File: src/rtl/vga_timing_pkg.sv
// rtl/vga_timing_pkg.sv - shared 1024x768@60 timing constants, monitor state and error indices
//
// Purpose: one place for the display generator timing numbers so the generator
// and the frame monitor cannot drift apart, plus the monitor state encoding and
// the bit positions of the sticky error vector.
package vga_timing_pkg;

  // 1024x768@60, 65 MHz pixel clock
  localparam int VGA_H_DISP  = 1024;
  localparam int VGA_H_FRONT = 24;
  localparam int VGA_H_SYNC  = 136;
  localparam int VGA_H_BACK  = 160;
  localparam int VGA_H_TOTAL = 1344;
  localparam int VGA_V_DISP  = 768;
  localparam int VGA_V_SYNC  = 6;
  localparam int VGA_V_BACK  = 29;
  localparam int VGA_V_TOTAL = 806;

  typedef enum logic [1:0] {
    SEARCH  = 2'd0,
    MEASURE = 2'd1,
    LOCKED  = 2'd2
  } monState_t;

  // oErr bit positions
  localparam int ERR_HPERIOD = 0;
  localparam int ERR_HWIDTH  = 1;
  localparam int ERR_VPERIOD = 2;
  localparam int ERR_VWIDTH  = 3;

endpackage

File: src/rtl/vga_sync_meter.sv
// rtl/vga_sync_meter.sv - period / pulse-width meter for one sync signal
//
// Purpose: edge detection and interval counting for one (already registered)
// sync level. Counting advances only on cycles where iEn is high, so the same
// block measures hsync in clocks (iEn = 1) and vsync in lines (iEn = hsync rise).
// Ports:
//   clk_vga, iReset_n  pixel clock, asynchronous active-low reset
//   iSync              registered sync level
//   iEn                count enable
//   oPeriod            enabled events since the previous rise, including this cycle
//   oWidth             enabled events seen while the sync was high
//   oRise, oFall       edge strobes (combinational, same cycle as the new level)
//   oArmed             at least one rise seen since reset, so oPeriod/oWidth mean something
//   oSat               period counter stuck at its maximum
module vga_sync_meter #(
  parameter int W = 12
) (
  input  logic         clk_vga,
  input  logic         iReset_n,
  input  logic         iSync,
  input  logic         iEn,
  output logic [W-1:0] oPeriod,
  output logic [W-1:0] oWidth,
  output logic         oRise,
  output logic         oFall,
  output logic         oArmed,
  output logic         oSat
);

  localparam logic [W-1:0] CNT_MAX = '1;

  logic         syncD;
  logic [W-1:0] perCnt;
  logic [W-1:0] widCnt;

  assign oRise   = iSync & ~syncD;
  assign oFall   = ~iSync & syncD;
  // An event coinciding with the rise closes the old period rather than opening the new one.
  assign oPeriod = perCnt + {{(W-1){1'b0}}, iEn};
  assign oWidth  = widCnt;
  assign oSat    = (perCnt == CNT_MAX);

  always_ff @(posedge clk_vga or negedge iReset_n) begin
    if (!iReset_n) begin
      syncD  <= 1'b0;
      perCnt <= '0;
      widCnt <= '0;
      oArmed <= 1'b0;
    end else begin
      syncD <= iSync;
      if (oRise) begin
        perCnt <= '0;
        widCnt <= {{(W-1){1'b0}}, iEn};
        oArmed <= 1'b1;
      end else begin
        if (iEn && !oSat)
          perCnt <= perCnt + 1'b1;
        if (iSync && iEn && (widCnt != CNT_MAX))
          widCnt <= widCnt + 1'b1;
      end
    end
  end

endmodule

File: src/rtl/vga_frame_monitor.sv
// rtl/vga_frame_monitor.sv - passive VGA sink: timing check, lock, frame checksum, probe pixel
//
// Purpose: rebuilds pixel position from hsync/vsync, verifies every timing
// interval, tracks lock, and summarises each locked frame.
// Optional feature macro: VGA_MON_CHECKSUM_EN (defined: per-frame pixel sum in
// oChecksum; undefined: no accumulator, oChecksum reads 16'h0000).
// Ports:
//   clk_vga, iReset_n     pixel clock, asynchronous active-low reset
//   iVGA_Hsync/Vsync      active-high syncs from the display generator
//   iVGA_RGB              {R,G,B} 4 bits each
//   iProbeX, iProbeY      pixel coordinate to capture
//   oLocked               timing verified, monitor tracking
//   oErr                  sticky error flags (see vga_timing_pkg indices)
//   oFrameDone            one-cycle strobe per locked vsync rise
//   oFrameCnt             locked frames seen
//   oChecksum             sum of active pixels of the last complete frame
//   oProbeRGB             pixel captured at the probe coordinate
module vga_frame_monitor
  import vga_timing_pkg::*;
#(
  parameter int H_DISP  = VGA_H_DISP,
  parameter int H_FRONT = VGA_H_FRONT,
  parameter int H_SYNC  = VGA_H_SYNC,
  parameter int H_BACK  = VGA_H_BACK,
  parameter int H_TOTAL = VGA_H_TOTAL,
  parameter int V_DISP  = VGA_V_DISP,
  parameter int V_SYNC  = VGA_V_SYNC,
  parameter int V_BACK  = VGA_V_BACK,
  parameter int V_TOTAL = VGA_V_TOTAL
) (
  input  logic        clk_vga,
  input  logic        iReset_n,
  input  logic        iVGA_Hsync,
  input  logic        iVGA_Vsync,
  input  logic [11:0] iVGA_RGB,
  input  logic [10:0] iProbeX,
  input  logic [10:0] iProbeY,
  output logic        oLocked,
  output logic [3:0]  oErr,
  output logic        oFrameDone,
  output logic [15:0] oFrameCnt,
  output logic [15:0] oChecksum,
  output logic [11:0] oProbeRGB
);

  localparam logic [11:0] HTOT     = 12'(H_TOTAL);
  localparam logic [11:0] HSYNCW   = 12'(H_SYNC);
  localparam logic [11:0] HB       = 12'(H_BACK);
  localparam logic [11:0] HEND     = 12'(H_TOTAL - H_SYNC - H_FRONT);
  localparam logic [11:0] HDISP    = 12'(H_DISP);
  localparam logic [10:0] VTOT     = 11'(V_TOTAL);
  localparam logic [10:0] VSYNCW   = 11'(V_SYNC);
  localparam logic [10:0] VB       = 11'(V_BACK);
  localparam logic [10:0] VEND     = 11'(V_BACK + V_DISP);
  localparam logic [10:0] VDISP    = 11'(V_DISP);
  localparam logic [11:0] HC_MAX   = '1;
  localparam logic [10:0] VL_MAX   = '1;

  // input register stage
  logic        rHs, rVs;
  logic [11:0] rRgb;
  logic [10:0] rProbeX, rProbeY;
  // hc/vl update one cycle after the edge they react to, so the pixel is
  // delayed once more to stay aligned with them
  logic [11:0] pixD;
  logic [11:0] hc;
  logic [10:0] vl;

  logic        hRise, hFall, hArmed, hSat;
  logic [11:0] hPeriod, hWidth;
  logic        vRise, vFall, vArmed, vSat;
  logic [10:0] vPeriod, vWidth;

  monState_t   state, nextState;
  logic [3:0]  errNow;
  logic        anyErr, frameUpd, pixValid, probeHit;
  logic [11:0] xPos;
  logic [10:0] yPos;

  always_ff @(posedge clk_vga or negedge iReset_n) begin
    if (!iReset_n) begin
      rHs     <= 1'b0;
      rVs     <= 1'b0;
      rRgb    <= '0;
      rProbeX <= '0;
      rProbeY <= '0;
      pixD    <= '0;
    end else begin
      rHs     <= iVGA_Hsync;
      rVs     <= iVGA_Vsync;
      rRgb    <= iVGA_RGB;
      rProbeX <= iProbeX;
      rProbeY <= iProbeY;
      pixD    <= rRgb;
    end
  end

  vga_sync_meter #(.W(12)) uHMeter (
    .clk_vga (clk_vga), .iReset_n (iReset_n),
    .iSync   (rHs),     .iEn      (1'b1),
    .oPeriod (hPeriod), .oWidth   (hWidth),
    .oRise   (hRise),   .oFall    (hFall),
    .oArmed  (hArmed),  .oSat     (hSat)
  );

  vga_sync_meter #(.W(11)) uVMeter (
    .clk_vga (clk_vga), .iReset_n (iReset_n),
    .iSync   (rVs),     .iEn      (hRise),
    .oPeriod (vPeriod), .oWidth   (vWidth),
    .oRise   (vRise),   .oFall    (vFall),
    .oArmed  (vArmed),  .oSat     (vSat)
  );

  // position counters; vsync fall wins over a coincident hsync rise
  always_ff @(posedge clk_vga or negedge iReset_n) begin
    if (!iReset_n) begin
      hc <= '0;
      vl <= '0;
    end else begin
      if (hFall)
        hc <= '0;
      else if (hc != HC_MAX)
        hc <= hc + 1'b1;
      if (vFall)
        vl <= '0;
      else if (hRise && (vl != VL_MAX))
        vl <= vl + 1'b1;
    end
  end

  // Checks only count once a rise has been seen; the partial interval
  // between reset and the first edge is meaningless.
  always_comb begin
    errNow              = 4'h0;
    errNow[ERR_HPERIOD] = (hArmed & hRise & (hPeriod != HTOT)) | hSat | (hc == HC_MAX);
    errNow[ERR_HWIDTH]  = hArmed & hFall & (hWidth != HSYNCW);
    errNow[ERR_VPERIOD] = (vArmed & vRise & (vPeriod != VTOT)) | vSat | (vl == VL_MAX);
    errNow[ERR_VWIDTH]  = vArmed & vFall & (vWidth != VSYNCW);
  end
  assign anyErr = |errNow;

  assign xPos     = hc - HB;
  assign yPos     = vl - VB;
  assign pixValid = (hc >= HB) && (hc < HEND) && (vl >= VB) && (vl < VEND);
  assign probeHit = pixValid && (xPos == {1'b0, rProbeX}) && (yPos == rProbeY)
                 && ({1'b0, rProbeX} < HDISP) && (rProbeY < VDISP);
  assign frameUpd = (state == LOCKED) && vRise && !anyErr;

  // state register
  always_ff @(posedge clk_vga or negedge iReset_n) begin
    if (!iReset_n)
      state <= SEARCH;
    else
      state <= nextState;
  end

  // next state; in SEARCH the vsync edge wins over a same-cycle mismatch
  always_comb begin
    nextState = state;
    case (state)
      SEARCH:  if (vRise) nextState = MEASURE;
      MEASURE: if (anyErr) nextState = SEARCH;
               else if (vRise) nextState = LOCKED;
      LOCKED:  if (anyErr) nextState = SEARCH;
      default: nextState = SEARCH;
    endcase
  end

  // outputs from state
  always_comb begin
    oLocked = (state == LOCKED);
  end

  always_ff @(posedge clk_vga or negedge iReset_n) begin
    if (!iReset_n) begin
      oErr       <= 4'h0;
      oFrameDone <= 1'b0;
      oFrameCnt  <= '0;
      oProbeRGB  <= '0;
    end else begin
      oErr       <= oErr | errNow;
      oFrameDone <= frameUpd;
      if (frameUpd)
        oFrameCnt <= oFrameCnt + 1'b1;
      if (probeHit)
        oProbeRGB <= pixD;
    end
  end

`ifdef VGA_MON_CHECKSUM_EN
  logic [15:0] acc;

  // The accumulator runs in every state so the first locked edge already
  // has a whole frame to report.
  always_ff @(posedge clk_vga or negedge iReset_n) begin
    if (!iReset_n) begin
      acc       <= '0;
      oChecksum <= '0;
    end else begin
      if (vRise)
        acc <= pixValid ? {4'h0, pixD} : 16'h0000;
      else if (pixValid)
        acc <= acc + {4'h0, pixD};
      if (frameUpd)
        oChecksum <= acc;
    end
  end
`else
  assign oChecksum = 16'h0000;
`endif

endmodule

File: config.mk
export PLATFORM = sky130hd
export DESIGN_NAME = vga_frame_monitor
export DESIGN_NICKNAME = d
export VERILOG_FILES = /design/src/rtl/vga_timing_pkg.sv /design/src/rtl/vga_sync_meter.sv /design/src/rtl/vga_frame_monitor.sv
export SDC_FILE = /design/constraint.sdc
export NUM_CORES = 1
export LEC_CHECK = 0
export ABC_AREA = 0
export BUFFER_PORTS_ARGS = -buffer_cell sky130_fd_sc_hd__buf_4
export CORE_MARGIN = 10
export CORE_UTILIZATION = 40
export CTS_CLUSTER_SIZE = 14
export DETAILED_ROUTE_END_ITERATION = 10
export PLACE_DENSITY = 0.55
export SYNTH_ARGS = -nofsm -noshare
export SYNTH_HDL_FRONTEND = slang
export SYNTH_SLANG_ARGS = --single-unit
File: constraint.sdc
create_clock -name clk_vga -period 10.7 [get_ports clk_vga]
set_input_delay 2.14 -clock clk_vga [delete_from_list [all_inputs] [get_ports clk_vga]]
set_output_delay 2.14 -clock clk_vga [all_outputs]
set_load 0.02 [all_outputs]
# Yosys cells after proc, flatten, opt, wreduce, memory -nomap -nowiden
# Index checks and enable logic that the tools add are counted.
# totals
reg_bits	156
input_bits	38
out_inout_bits	50
# classes
n_addsub	10
n_lt_le_gt_ge	6
n_eq_ne	20
n_mux	17
bitwise	21
n_reduce_logical	24
# op_table
op	count
$mux W12	6
$mux W11	6
$add A12 B1 Y12 const B	3
$add A11 B1 Y11 const B	3
$eq A12 B12 Y1 const B	2
$ne A12 B12 Y1 const B	2
$eq A11 B11 Y1 const B	2
$lt A11 B10 Y1 const B	2
$ne A11 B11 Y1 const B	2
$add A16 B1 Y16 const B	1
$logic_and A1 B1 Y1	14
$and A1 B1 Y1	12
$eq A12 B11 Y1	1
$ge A12 B8 Y1 const B	1
$lt A12 B11 Y1 const B	1
$ne A12 B11 Y1 const B	1
$ne A12 B8 Y1 const B	1
$sub A12 B8 Y12 const B	1
$add A11 B1 Y11	1
$eq A11 B11 Y1	1
$ge A11 B5 Y1 const B	1
$lt A11 B11 Y1 const B	1
$ne A11 B10 Y1 const B	1
$ne A11 B3 Y1 const B	1
other kinds (16)	31

# Depth between registers and ports, before layout
# depth
ltp_word	10
ltp_mapped	15
depth_no_buf	11

# Cells and area by module
# Synthesis repeated with hierarchy kept, for this count alone.
# hier_totals
cells_unflattened	761
area_unflattened_um2	8042.7
# by_module_without_submodules
mod	instances	cells_per_inst	area_per_inst_um2	seq_area_each_um2
vga_frame_monitor	1	420	4912.2	2652.5
vga_sync_meter at uHMeter	1	180	1657.8	650.6
vga_sync_meter at uVMeter	1	161	1472.7	600.6

# Worst setup path after synthesis
# OpenSTA, ideal clock, no wires.
# synth_path
kind	register to register
startpoint	reg rHs
endpoint	reg oFrameCnt[1]
setup_ns	0.125
arrival_ns	3.447
required_ns	10.575
path_slack_ns	7.128
path_stages_with_launch	15
n_path_buf	3
synth_period_minus_slack_ns	3.572
path_cell_list	dfrtp_1 nand2b_1 clkbuf_1 clkinv_1 clkbuf_1 ha_1 ha_1 or3b_1 mux2i_1 a21oi_1 o41ai_1 or3b_1 buf_6 nor3_4 mux2_2
# synth_between
elab_chain_len	9
word_cells_on_any_way	17
cone_classes	add/sub: 1; eq/ne: 1; bitwise: 12; reduce/logical: 3
# synth_rtl
element	line_no	rtl
start: declaration	vga_frame_monitor.sv:60	logic rHs, rVs;
start signal: assignment	vga_frame_monitor.sv:89	rHs <= iVGA_Hsync;
$and A1 B1 Y1 *	vga_sync_meter.sv:36	assign oRise = iSync & ~syncD;
net hRise	vga_frame_monitor.sv:69	logic hRise, hFall, hArmed, hSat;
$add A11 B1 Y11	vga_sync_meter.sv:39	assign oPeriod = perCnt + {{(W-1){1'b0}}, iEn};
$ne A11 B10 Y1	vga_frame_monitor.sv:137	errNow[ERR_VPERIOD] = (vArmed & vRise & (vPeriod != VTOT)) | vSat | (vl == VL_MAX);
$and A1 B1 Y1	vga_frame_monitor.sv:137	
$or A1 B1 Y1 (2 in series)	vga_frame_monitor.sv:137	
$reduce_or A4 Y1 *	vga_frame_monitor.sv:140	assign anyErr = |errNow;
$logic_not A1 Y1 *	vga_frame_monitor.sv:147	assign frameUpd = (state == LOCKED) && vRise && !anyErr;
$logic_and A1 B1 Y1 *	vga_frame_monitor.sv:147	
net frameUpd	vga_frame_monitor.sv:76	logic anyErr, frameUpd, pixValid, probeHit;
end signal: assignment	vga_frame_monitor.sv:184	oFrameCnt <= oFrameCnt + 1'b1;
end: declaration	vga_frame_monitor.sv:41	output logic [15:0] oFrameCnt,
# Mark *: on every way through the listed nets, which the timed path passes. The rest lies on a longest branch.
# A chain may end at the register's enable or synchronous reset.

# Worst setup path after layout
# layout_path
startpoint	reg rHs
endpoint	reg oFrameCnt[1]
# layout_between
elab_chain_len	9
word_cells_on_any_way	17
cone_classes	add/sub: 1; eq/ne: 1; bitwise: 12; reduce/logical: 3
# layout_rtl
element	line_no
$and A1 B1 Y1	vga_sync_meter.sv:36
$add A11 B1 Y11	vga_sync_meter.sv:39
$ne A11 B10 Y1	vga_frame_monitor.sv:137
$and A1 B1 Y1	vga_frame_monitor.sv:137
$or A1 B1 Y1 (2 in series)	vga_frame_monitor.sv:137
$reduce_or A4 Y1 *	vga_frame_monitor.sv:140
$logic_not A1 Y1 *	vga_frame_monitor.sv:147
$logic_and A1 B1 Y1 *	vga_frame_monitor.sv:147
net frameUpd	vga_frame_monitor.sv:76
# Marked as above.

==> flow_summary.ini <==
[route]
first_iter_violations = 220
vias = 5321
antenna_left = 0
wire_per_inst_um = 15.6
totalWireLength_um = 16000
drc = 0
firstDrtPassIters = 7
viasPerCell = 5.19

[pwr]
p_clk_share_pct = 44.5
finalPower_mw = 1.39
p_comb_share_pct = 8.3
ir_drop_mv = 0.0851
p_leak_nw = 3.94
swShare_pct = 26.2
cellPowerDensity_nw_per_um2 = 160
internal_power_mw = 1.03
switchingPower_mw = 0.365
pwr-share-seq_pct = 47.2

[clocking]
cts_resized = 0
cts_tree = built
ctsHoldBuffers = 0
cts_max_path_buffers = 2
clk_latency_ns = 0.43
cts_buffers = 17
htreeDepth = 4
path_clk_slew_ns = 0.07
postCtsSetupRepairBufs = 0
cts-root-buf = clkbuf_16
cts_sinks = 156

[placed_design]
globalplace.congestion = 0.878
numPortBuffers = 71
pre_cts_ws_ns = 6.03
dp_cells = 993
dpl.hpwl_um = 11400

[timing]
period_minus_slack_ns = 4.64
slew_headroom_pct = 36.3
final-max-slew-violation-count = 0
setup_ws_ns = 6.06
rsz0062_at_grt = false
setup_violations = 0
tightestPinTransition_ns = 0.955
final_hold_viol_count = 0
fin_crit_sh_pct = 43.4
max_freq_mhz = 215
fin_worst_skew_ns = 0.0116
tns_ns = 0

[global_route]
grt_max_degree = 106
overflow = 0
grt_pass1_wl_um = 26900
track_usage_pct = 13.4
grt_pass1_vias = 5321
antenna_found_initial = 0

[worst_setup_path]
reg2reg_slack_ns = 6.06
worst-path-max-fanout = 25
r2r_start = rHs
slowest_stage = or3b_1
start_kind = flip-flop
crit_path_max_incr_delay_ns = 0.72
worstSetupPathType = reg2reg
r2r_end = oFrameCnt[1]
rr_worst_depth = 11
startpoint = rHs
critPathCapture = oFrameCnt[1]
end_kind = flip-flop
crit_arrival_ns = 4.95
crit_path_cell_trace = nand2b_1, clkinv_1, ha_1, ha_1, or3b_1, mux2i_1, a21oi_1, o41ai_1, or3b_1, nor3_4, mux2_2
cp.required_ns = 11.01

[die]
core_area_um2 = 18200
die_h_um = 157
fp-row-count = 49
initial_core_util_pct = 41.1
chipWidth_um = 157
dieArea_um2 = 24600
ios = 88

[final_layout]
nets = 838
drive_gt1_share_pct = 18.0
seqCellArea_um2 = 3900
final_cells = 1025
n_antenna_cell = 0
finalCoreUtilization_pct = 47.9
synthToLayoutAreaGrowth_pct = 16.4
fillCellCount = 1676
multi_input_comb_area_um2 = 3280

[yosys]
ys.flop_type = dfrtp_1
ys_ff_latch = 156
synthArstFlopShare_pct = 100
seq_area_frac_synth_pct = 52.1
synth_edf_count = 0
yosysWarnings = 0
ys_types = 70
synth_area_per_cell_um2 = 10.3
synthCells = 726
synth_area_um2 = 7490

[flow_run]
maxCapViolations = 0

[run_status]
outcome = finished clean

[worst_hold_path]
hold_class = reg2reg
==> metal layers <==
metal / vias to the layer above / track usage, % / share of wire (%)
met4: 0 / 3.64 / 1.1
li1: 2596 / - / -
met1: 2625 / 16.8 / 44
met2: 84 / 22.6 / 50
met5: - / 0 / 0
met3: 16 / 3.40 / 4.3
==> metrics by stage <==
| stage | hold WS [ns] | area [um^2] |
|---|---|---|
| floorplan | 0.331 | 7540 |
| global route | 0.358 | 8720 |
| global placement | 0.331 | 8100 |
| finish | 0.351 | 8720 |
| detailed placement | 0.335 | 8100 |
| CTS | 0.353 | 8720 |
==> cells in the final DEF (no fill, tap or decap), types with 19 or more instances in the layout <==
master	netlist	routed
dfrtp_1	156	156
xor2_1	47	47
o21ai_0	19	19
nor3_1	28	28
nand3_1	32	32
nand2_1	54	54
xnor2_1	34	34
a21oi_1	27	27
nor2_1	80	80
buf_4	16	72
inv_1	19	19
==> worst max-delay path: cells and delay by family, from the launching register on <==
kind,cells,cell delay (ns)
AOI/OAI and AO/OA,2,0.49
adders and majority gates,2,0.78
buffers and inverters,1,0.67
DFF,1,0.44
muxes,2,0.50
and+or+nand+nor,4,1.65
==> Yosys cell counts (6+ instances only) <==
cell type | instances | area [um^2]
nand4_1 | 17 | 106
or3_1 | 11 | 68.8
a31oi_1 | 8 | 50.1
nor2_1 | 80 | 300
buf_2 | 7 | 35.0
buf_4 | 16 | 120
nand2_1 | 54 | 203
ha_1 | 17 | 213
a211oi_1 | 6 | 45.0
dfrtp_1 | 156 | 3900
nor4_1 | 9 | 56.3
o21ai_0 | 19 | 95.1
nand3_1 | 32 | 160
clkbuf_1 | 24 | 90.1
xnor2_1 | 34 | 298
mux2_2 | 13 | 146
nor3_1 | 28 | 140
or2_2 | 6 | 37.5
nand3b_1 | 6 | 45.0
a21oi_1 | 27 | 135
xor2_1 | 47 | 412
and3_1 | 9 | 56.3
inv_1 | 19 | 71.3
==> sequential cells by signal, indices dropped and copies added, names as in the netlist, 2 cells and up <==
signal,count
rRgb,12
oProbeRGB,12
uHMeter.perCnt,12
pixD,12
rProbeX,11
hc,12
uHMeter.oWidth,12
uVMeter.perCnt,11
vl,11
uVMeter.oWidth,11
rProbeY,11
oErr,4
state,2
oFrameCnt,16
==> final cells by class <==
| cell class | instances | share of cell area (%) |
|---|---|---|
| inverters | 20 | 0.861 |
| flip-flops and latches | 156 | 44.8 |
| clock inverters | 14 | 2.04 |
| well taps | 229 | 3.29 |
| clock buffers | 18 | 5.04 |
| multi-input cells | 515 | 37.7 |
| repair buffers | 73 | 6.33 |
==> power groups by stage <==
stage | combinational (mW) | sequential (mW) | clock (mW)
2_1_floorplan | 0.0929 | 0.651 | 0
3_3_place_gp | 0.113 | 0.666 | 0
3_5_place_dp | 0.117 | 0.668 | 0
4_1_cts | 0.118 | 0.657 | 0.636
5_1_grt | 0.133 | 0.662 | 0.661
6_report | 0.115 | 0.657 | 0.620
==> worst min path at each step <==
stage,start,end,slack (ns),cells past startpoint
floorplan,rRgb[0],pixD[0],0.33,0
global placement,rRgb[10],pixD[10],0.33,0
global route,rRgb[8],pixD[8],0.36,0
detailed placement,rRgb[10],pixD[10],0.33,0
finish,rRgb[8],pixD[8],0.35,0
CTS,rRgb[6],pixD[6],0.35,0
==> cell families (layout without fill, tap and decap cells) <==
family / after synthesis / in the layout / synth area share, %
other cells: 1 / 16 / 0.0501
fa+ha+maj: 17 / 17 / 2.84
mux: 18 / 18 / 2.62
xor+xnor: 81 / 81 / 9.48
simple gates: 291 / 291 / 20.1
compound gates: 92 / 92 / 7.99
buf+inv: 70 / 125 / 4.75
flops: 156 / 156 / 52.1
Note: power is estimated with default switching activity, not from simulation.
